### config.mk
export PLATFORM = sky130hd
export DESIGN_NAME = mips_timer_flat
export DESIGN_NICKNAME = d
export VERILOG_FILES = /design/src/rtl/mips_timer_if.sv /design/src/rtl/mips_timer.sv /design/src/flat_wrapper.sv
export SDC_FILE = /design/constraint.sdc
export NUM_CORES = 1
export LEC_CHECK = 0
export CAP_MARGIN = 20
export CORE_UTILIZATION = 50
export DETAILED_ROUTE_END_ITERATION = 12
export DONT_BUFFER_PORTS = 1
export GPL_ROUTABILITY_DRIVEN = 1
export PLACE_DENSITY_LB_ADDON = 0.3
export SLEW_MARGIN = 5
export SYNTH_ARGS = -nofsm -noshare
export SYNTH_HDL_FRONTEND = slang
export SYNTH_SLANG_ARGS = --single-unit
### constraint.sdc
create_clock -name clk -period 3.5 [get_ports clk]
set_input_delay 0.175 -clock clk [delete_from_list [all_inputs] [get_ports clk]]
set_output_delay 0.175 -clock clk [all_outputs]
set_load 0.01 [all_outputs]
### src/rtl/mips_timer_if.sv
// Data-memory side bus between the address-decode bridge and the timer.
// The bridge drives the master side, the timer answers on the slave side.
interface mips_timer_if;
  logic        sel;
  logic        we;
  logic [3:0]  byteen;
  logic [31:0] addr;
  logic [31:0] wdata;
  logic [31:0] rdata;
  logic        irq;

  modport master (
    output sel,
    output we,
    output byteen,
    output addr,
    output wdata,
    input  rdata,
    input  irq
  );

  modport slave (
    input  sel,
    input  we,
    input  byteen,
    input  addr,
    input  wdata,
    output rdata,
    output irq
  );
endinterface

### src/rtl/mips_timer.sv
// Memory-mapped countdown timer with one-shot and auto-reload modes.
// CTRL/PRESET stores restart the sequencer from IDLE and clear the flag.
module mips_timer #(
  parameter int BASE_OFFSET_BITS = 4
) (
  input  logic clk,
  input  logic reset,
  mips_timer_if.slave bus
);

  typedef enum logic [1:0] {
    S_IDLE,
    S_LOAD,
    S_CNT,
    S_INT
  } state_e;

  localparam logic [1:0] MODE_AUTO = 2'd1;

  state_e      state_q, state_d;
  logic        en_q, en_d;
  logic [1:0]  mode_q, mode_d;
  logic        im_q, im_d;
  logic [31:0] preset_q, preset_d;
  logic [31:0] count_q, count_d;
  logic        flag_q, flag_d;

  logic [1:0]  reg_sel;
  logic        wr_en;
  logic        wr_ctrl;
  logic        wr_pre;
  logic        rd_ctrl;
  logic        rd_pre;
  logic        rd_cnt;
  logic [31:0] rdata;
  logic        unused_addr;

  assign reg_sel = bus.addr[BASE_OFFSET_BITS-1 -: 2];
  assign unused_addr = ^bus.addr;

  // Only full-word stores are honoured; partial stores are dropped.
  assign wr_en   = bus.sel & bus.we
                 & (bus.byteen == 4'b1111);
  assign wr_ctrl = wr_en & (reg_sel == 2'd0);
  assign wr_pre  = wr_en & (reg_sel == 2'd1);

  assign rd_ctrl = (reg_sel == 2'd0);
  assign rd_pre  = (reg_sel == 2'd1);
  assign rd_cnt  = (reg_sel == 2'd2);

  always_comb begin
    state_d  = state_q;
    en_d     = en_q;
    mode_d   = mode_q;
    im_d     = im_q;
    preset_d = preset_q;
    count_d  = count_q;
    flag_d   = flag_q;
    if (wr_ctrl || wr_pre) begin
      // Bus store overrides whatever the sequencer would do this edge.
      if (wr_ctrl) begin
        en_d   = bus.wdata[0];
        mode_d = bus.wdata[2:1];
        im_d   = bus.wdata[3];
      end
      if (wr_pre) begin
        preset_d = bus.wdata;
      end
      flag_d  = 1'b0;
      state_d = S_IDLE;
    end else begin
      unique case (state_q)
        S_IDLE: begin
          if (en_q) begin
            state_d = S_LOAD;
          end
        end
        S_LOAD: begin
          count_d = preset_q;
          state_d = S_CNT;
        end
        S_CNT: begin
          if (!en_q) begin
            state_d = S_IDLE;
          end else if (count_q > 32'd1) begin
            count_d = count_q - 32'd1;
          end else begin
            count_d = 32'd0;
            flag_d  = 1'b1;
            state_d = S_INT;
          end
        end
        S_INT: begin
          state_d = S_IDLE;
          if (mode_q == MODE_AUTO) begin
            flag_d = 1'b0;
          end else begin
            en_d = 1'b0;
          end
        end
        default: begin
          state_d = S_IDLE;
        end
      endcase
    end
  end

  always_ff @(posedge clk or negedge reset) begin
    if (!reset) begin
      state_q  <= S_IDLE;
      en_q     <= 1'b0;
      mode_q   <= 2'd0;
      im_q     <= 1'b0;
      preset_q <= 32'd0;
      count_q  <= 32'd0;
      flag_q   <= 1'b0;
    end else begin
      state_q  <= state_d;
      en_q     <= en_d;
      mode_q   <= mode_d;
      im_q     <= im_d;
      preset_q <= preset_d;
      count_q  <= count_d;
      flag_q   <= flag_d;
    end
  end

  always_comb begin
    rdata = 32'd0;
    unique case (1'b1)
      rd_ctrl: rdata = {28'd0, im_q, mode_q, en_q};
      rd_pre:  rdata = preset_q;
      rd_cnt:  rdata = count_q;
      default: rdata = 32'd0;
    endcase
  end

  assign bus.rdata = rdata;
  assign bus.irq   = im_q & flag_q;

endmodule

### src/flat_wrapper.sv
// flat-port wrapper written by rule: the top's interface ports become plain ports
module mips_timer_flat 
#(
  parameter int BASE_OFFSET_BITS = 4
)
  (clk, reset, bus_sel, bus_we, bus_byteen, bus_addr, bus_wdata, bus_rdata, bus_irq);
  mips_timer_if bus_i ();
  input  logic clk;
  input  logic reset;
  input wire logic [$bits(bus_i.sel)-1:0] bus_sel;
  input wire logic [$bits(bus_i.we)-1:0] bus_we;
  input wire logic [$bits(bus_i.byteen)-1:0] bus_byteen;
  input wire logic [$bits(bus_i.addr)-1:0] bus_addr;
  input wire logic [$bits(bus_i.wdata)-1:0] bus_wdata;
  output wire logic [$bits(bus_i.rdata)-1:0] bus_rdata;
  output wire logic [$bits(bus_i.irq)-1:0] bus_irq;
  assign bus_i.sel = bus_sel;
  assign bus_i.we = bus_we;
  assign bus_i.byteen = bus_byteen;
  assign bus_i.addr = bus_addr;
  assign bus_i.wdata = bus_wdata;
  assign bus_rdata = bus_i.rdata;
  assign bus_irq = bus_i.irq;
  mips_timer #(.BASE_OFFSET_BITS(BASE_OFFSET_BITS)) u_core (.clk(clk), .reset(reset), .bus(bus_i));
endmodule
==> out/results.ini <==
[run_status]
outcome = finished, final reports clean

[logic_synthesis]
synth_most_common_cell = dfrtp_1
syn-cell-area_mm2 = 0.00404
synth_area_leader_cell = dfrtp_1
synth_top_area_share_pct = 44.0
synth.distinct_cells = 53
ys_ff_latch = 71
synthTopCellsByArea = dfrtp_1 (44%), mux2_2 (10%), a22o_1 (7.4%), o21ai_0 (3.7%), a21oi_1 (2.8%)
syn_nets = 487
ys_async_sr_fraction_pct = 100
yosys-top-cells-count = dfrtp_1 (71), mux2_2 (36), a22o_1 (34)
syn_area_per_cell_um2 = 9.85
synth_top_flop_cell = dfrtp_1
synth-seq-area-share_pct = 44.0
synth_cells = 410
yosysWarnings = 0
synth_edf_count = 0

[global_routing]
grt_pass1_wl_mm = 17.7
grt_pass1_vias = 3564
antenna_found_initial = 0
top_usage_layer = met2
grt.met1_usage_pct = 35.1
grt_use_met2_pct = 43.7
grt_max_degree = 72
grt_overflow = 0
grtUsageMet3_pct = 6.47
grt_usage_pct = 26.6

[final_layout]
layout-drive-gt1-share_pct = 16.1
area_growth_pct = 17.1
antenna_cells = 0
fill_cells = 673
final_util_pct = 60.9
nets = 514

[power_and_ir_drop]
clkPwrFrac_pct = 20.6
power.switching_mw = 1.58
p_int_mw = 2.04
pwr-share-comb_pct = 45.4
switching_share_pct = 43.7
p_per_area_mw_per_mm2 = 766
vdd_ir_drop_max_uv = 317
p_seq_share_pct = 34.0
power_leakage_nw = 2.06

[cts]
post-cts-setup-buffers = 0
holdBufCountCts = 34
cts_resized = 0
htree_levels = 3
clockBufferDepth = 2
clockRootBuffer = clkbuf_8
cts_tree = done
cts_buffers = 9
clock_latency_ns = 0.35
clk_pin_slew_ns = 0.07
cts.sinks = 71

[floorplan]
dieArea_mm2 = 0.00844
die_h_um = 91.9
start_util_pct = 52.0
io_pins = 105
fp.coreArea_mm2 = 0.00777
dieWidth_um = 91.9
row_count = 32

[setup_path]
arrival_ns = 2.91
path_cells = or3_1 -> nand4b_1 -> nor4_1 -> nor2_1 -> buf_4 -> a32o_1 -> a22o_1
path_class = reg2reg
cp_slowest_cell = nor4_1
cpPeakStageDelay_ns = 0.51
cp_num_buf_inv = 1
worstSetupEndpointType = register
cp_max_fo = 9
rrSetupSlack_ns = 0.82
critPathRequiredTime_ns = 3.73
path_delay_family = simple AND/OR/NAND/NOR gates
cp-start-kind = register

[sta]
rsz0062_at_grt = no
max_slew.worst_pin.slew_ns = 0.742
relSlewSlack_pct = 50.1
finalCriticalPeriod_ns = 2.68
drv_slew = 0
final_hold_viol_count = 0
finalSetupViolations = 0
fin_skew_ns = 0.00635
fmax_ghz = 0.373
setup_tns_ns = 0
min_period_over_period_pct = 76.6

[flow_run]
cap_violations = 0

[routing]
wl_per_cell_um = 19.4
vias_per_cell = 6.41
detail_route.first_pass.iterations = 5
initialDrtViolationCount = 265
vias = 3487
route.detailed.drc = 0
wirelength_mm = 10.5
antenna_left = 0

[hold_path]
hp-class = in2reg

[placed_design]
routabilityCongestion = 0.882
portBuffers = 0
hpwl_mm = 6.66

final cells by class:
type	instances	area, um^2	area share (%)
clock buffer	13	159	3.36
inverter	10	37.5	0.794
tap	102	128	2.70
clock inverter	3	65.1	1.38
multi-input combinational	298	2110	44.6
sequential	71	1780	37.6
timing repair buffer	47	455	9.63
cell families (layout without fill, tap and decap cells):
logic type	Yosys count	count (layout)	share of synthesized area, %
fa+ha+maj	5	5	1.55
buf+inv	41	73	4.15
flops	71	71	44.0
mux	40	40	11.0
compound gates	138	138	24.2
simple gates	114	114	14.9
xor+xnor	1	1	0.217
power by group through the flow:
stage	Clock, mW	Combinational [mW]	Sequential (mW)
floorplan	0	1.20	1.16
global placement	0	1.50	1.23
detailed placement	0	1.54	1.24
CTS	0.757	1.61	1.23
global route	0.792	1.82	1.26
finish	0.745	1.65	1.23
routing by layer:
layer	part of all wire (%)	wire length [um]	up-vias
met1	43	4580	1725
met2	49	5160	140
met3	6.5	684	10
li1	-	-	1612
met4	1.1	116	0
met5	0	0	-
through the flow:
stage,std cells,hold slack [ns],area [um^2],setup slack [ns],power (mW)
final,544,0.0691,4730,0.818,3.62
after global routing,544,0.0942,4730,0.632,3.87
after CTS,543,0.0693,4720,0.725,3.59
after detailed placement,493,-0.119,4140,0.736,2.78
after global placement,493,-0.119,4140,0.854,2.73
after floorplan,410,-0.121,4040,1.21,2.36
registers in the layout (all words and copies together), names as in the netlist:
signal and cells:
u_core.count_q 32, u_core.state_q 2, u_core.im_q 1, u_core.mode_q 2, u_core.en_q 1, u_core.preset_q 32, u_core.flag_q 1
worst reg2reg max path: stages (launching register included):
cell      delay (ns)
dfrtp_1         0.45
or3_1           0.47
nand4b_1        0.39
nor4_1          0.51
nor2_1          0.12
buf_4           0.20
a32o_1          0.26
a22o_1          0.18
path summary, 6_finish.rpt:
path	start	endpoint	cells past startpoint
worst max-delay path	u_core.count_q[16]$_DFFE_PN0P_	u_core.count_q[9]$_DFFE_PN0P_	7
max in group asynchronous	reset	u_core.count_q[5]$_DFFE_PN0P_	2
worst min register to register	u_core.count_q[18]$_DFFE_PN0P_	u_core.count_q[18]$_DFFE_PN0P_	1
worst min-delay path	bus_addr[2]	u_core.en_q$_DFFE_PN0P_	3
min in group asynchronous	reset	u_core.count_q[21]$_DFFE_PN0P_	2
worst max register to register	u_core.count_q[16]$_DFFE_PN0P_	u_core.count_q[9]$_DFFE_PN0P_	7
cells in the final DEF (no fill, tap or decap), types with 3 or more instances in the layout:
master / n
dlygate4sd3_1: 33
a21o_1: 3
inv_1: 10
a22o_1: 34
mux2i_1: 4
a31oi_1: 5
o211ai_1: 5
or3_1: 9
a21oi_1: 23
clkbuf_8: 11
nand2_1: 25
o31ai_1: 5
and3_1: 5
nor2_1: 20
mux2_2: 36
nand3_1: 6
nor4_1: 8
a22oi_1: 4
a32o_1: 4
nand2b_1: 6
o21ai_1: 6
nor3_1: 17
o21ai_0: 30
ha_1: 5
dfrtp_1: 71
buf_4: 13
(Power assumes the default switching activity.)
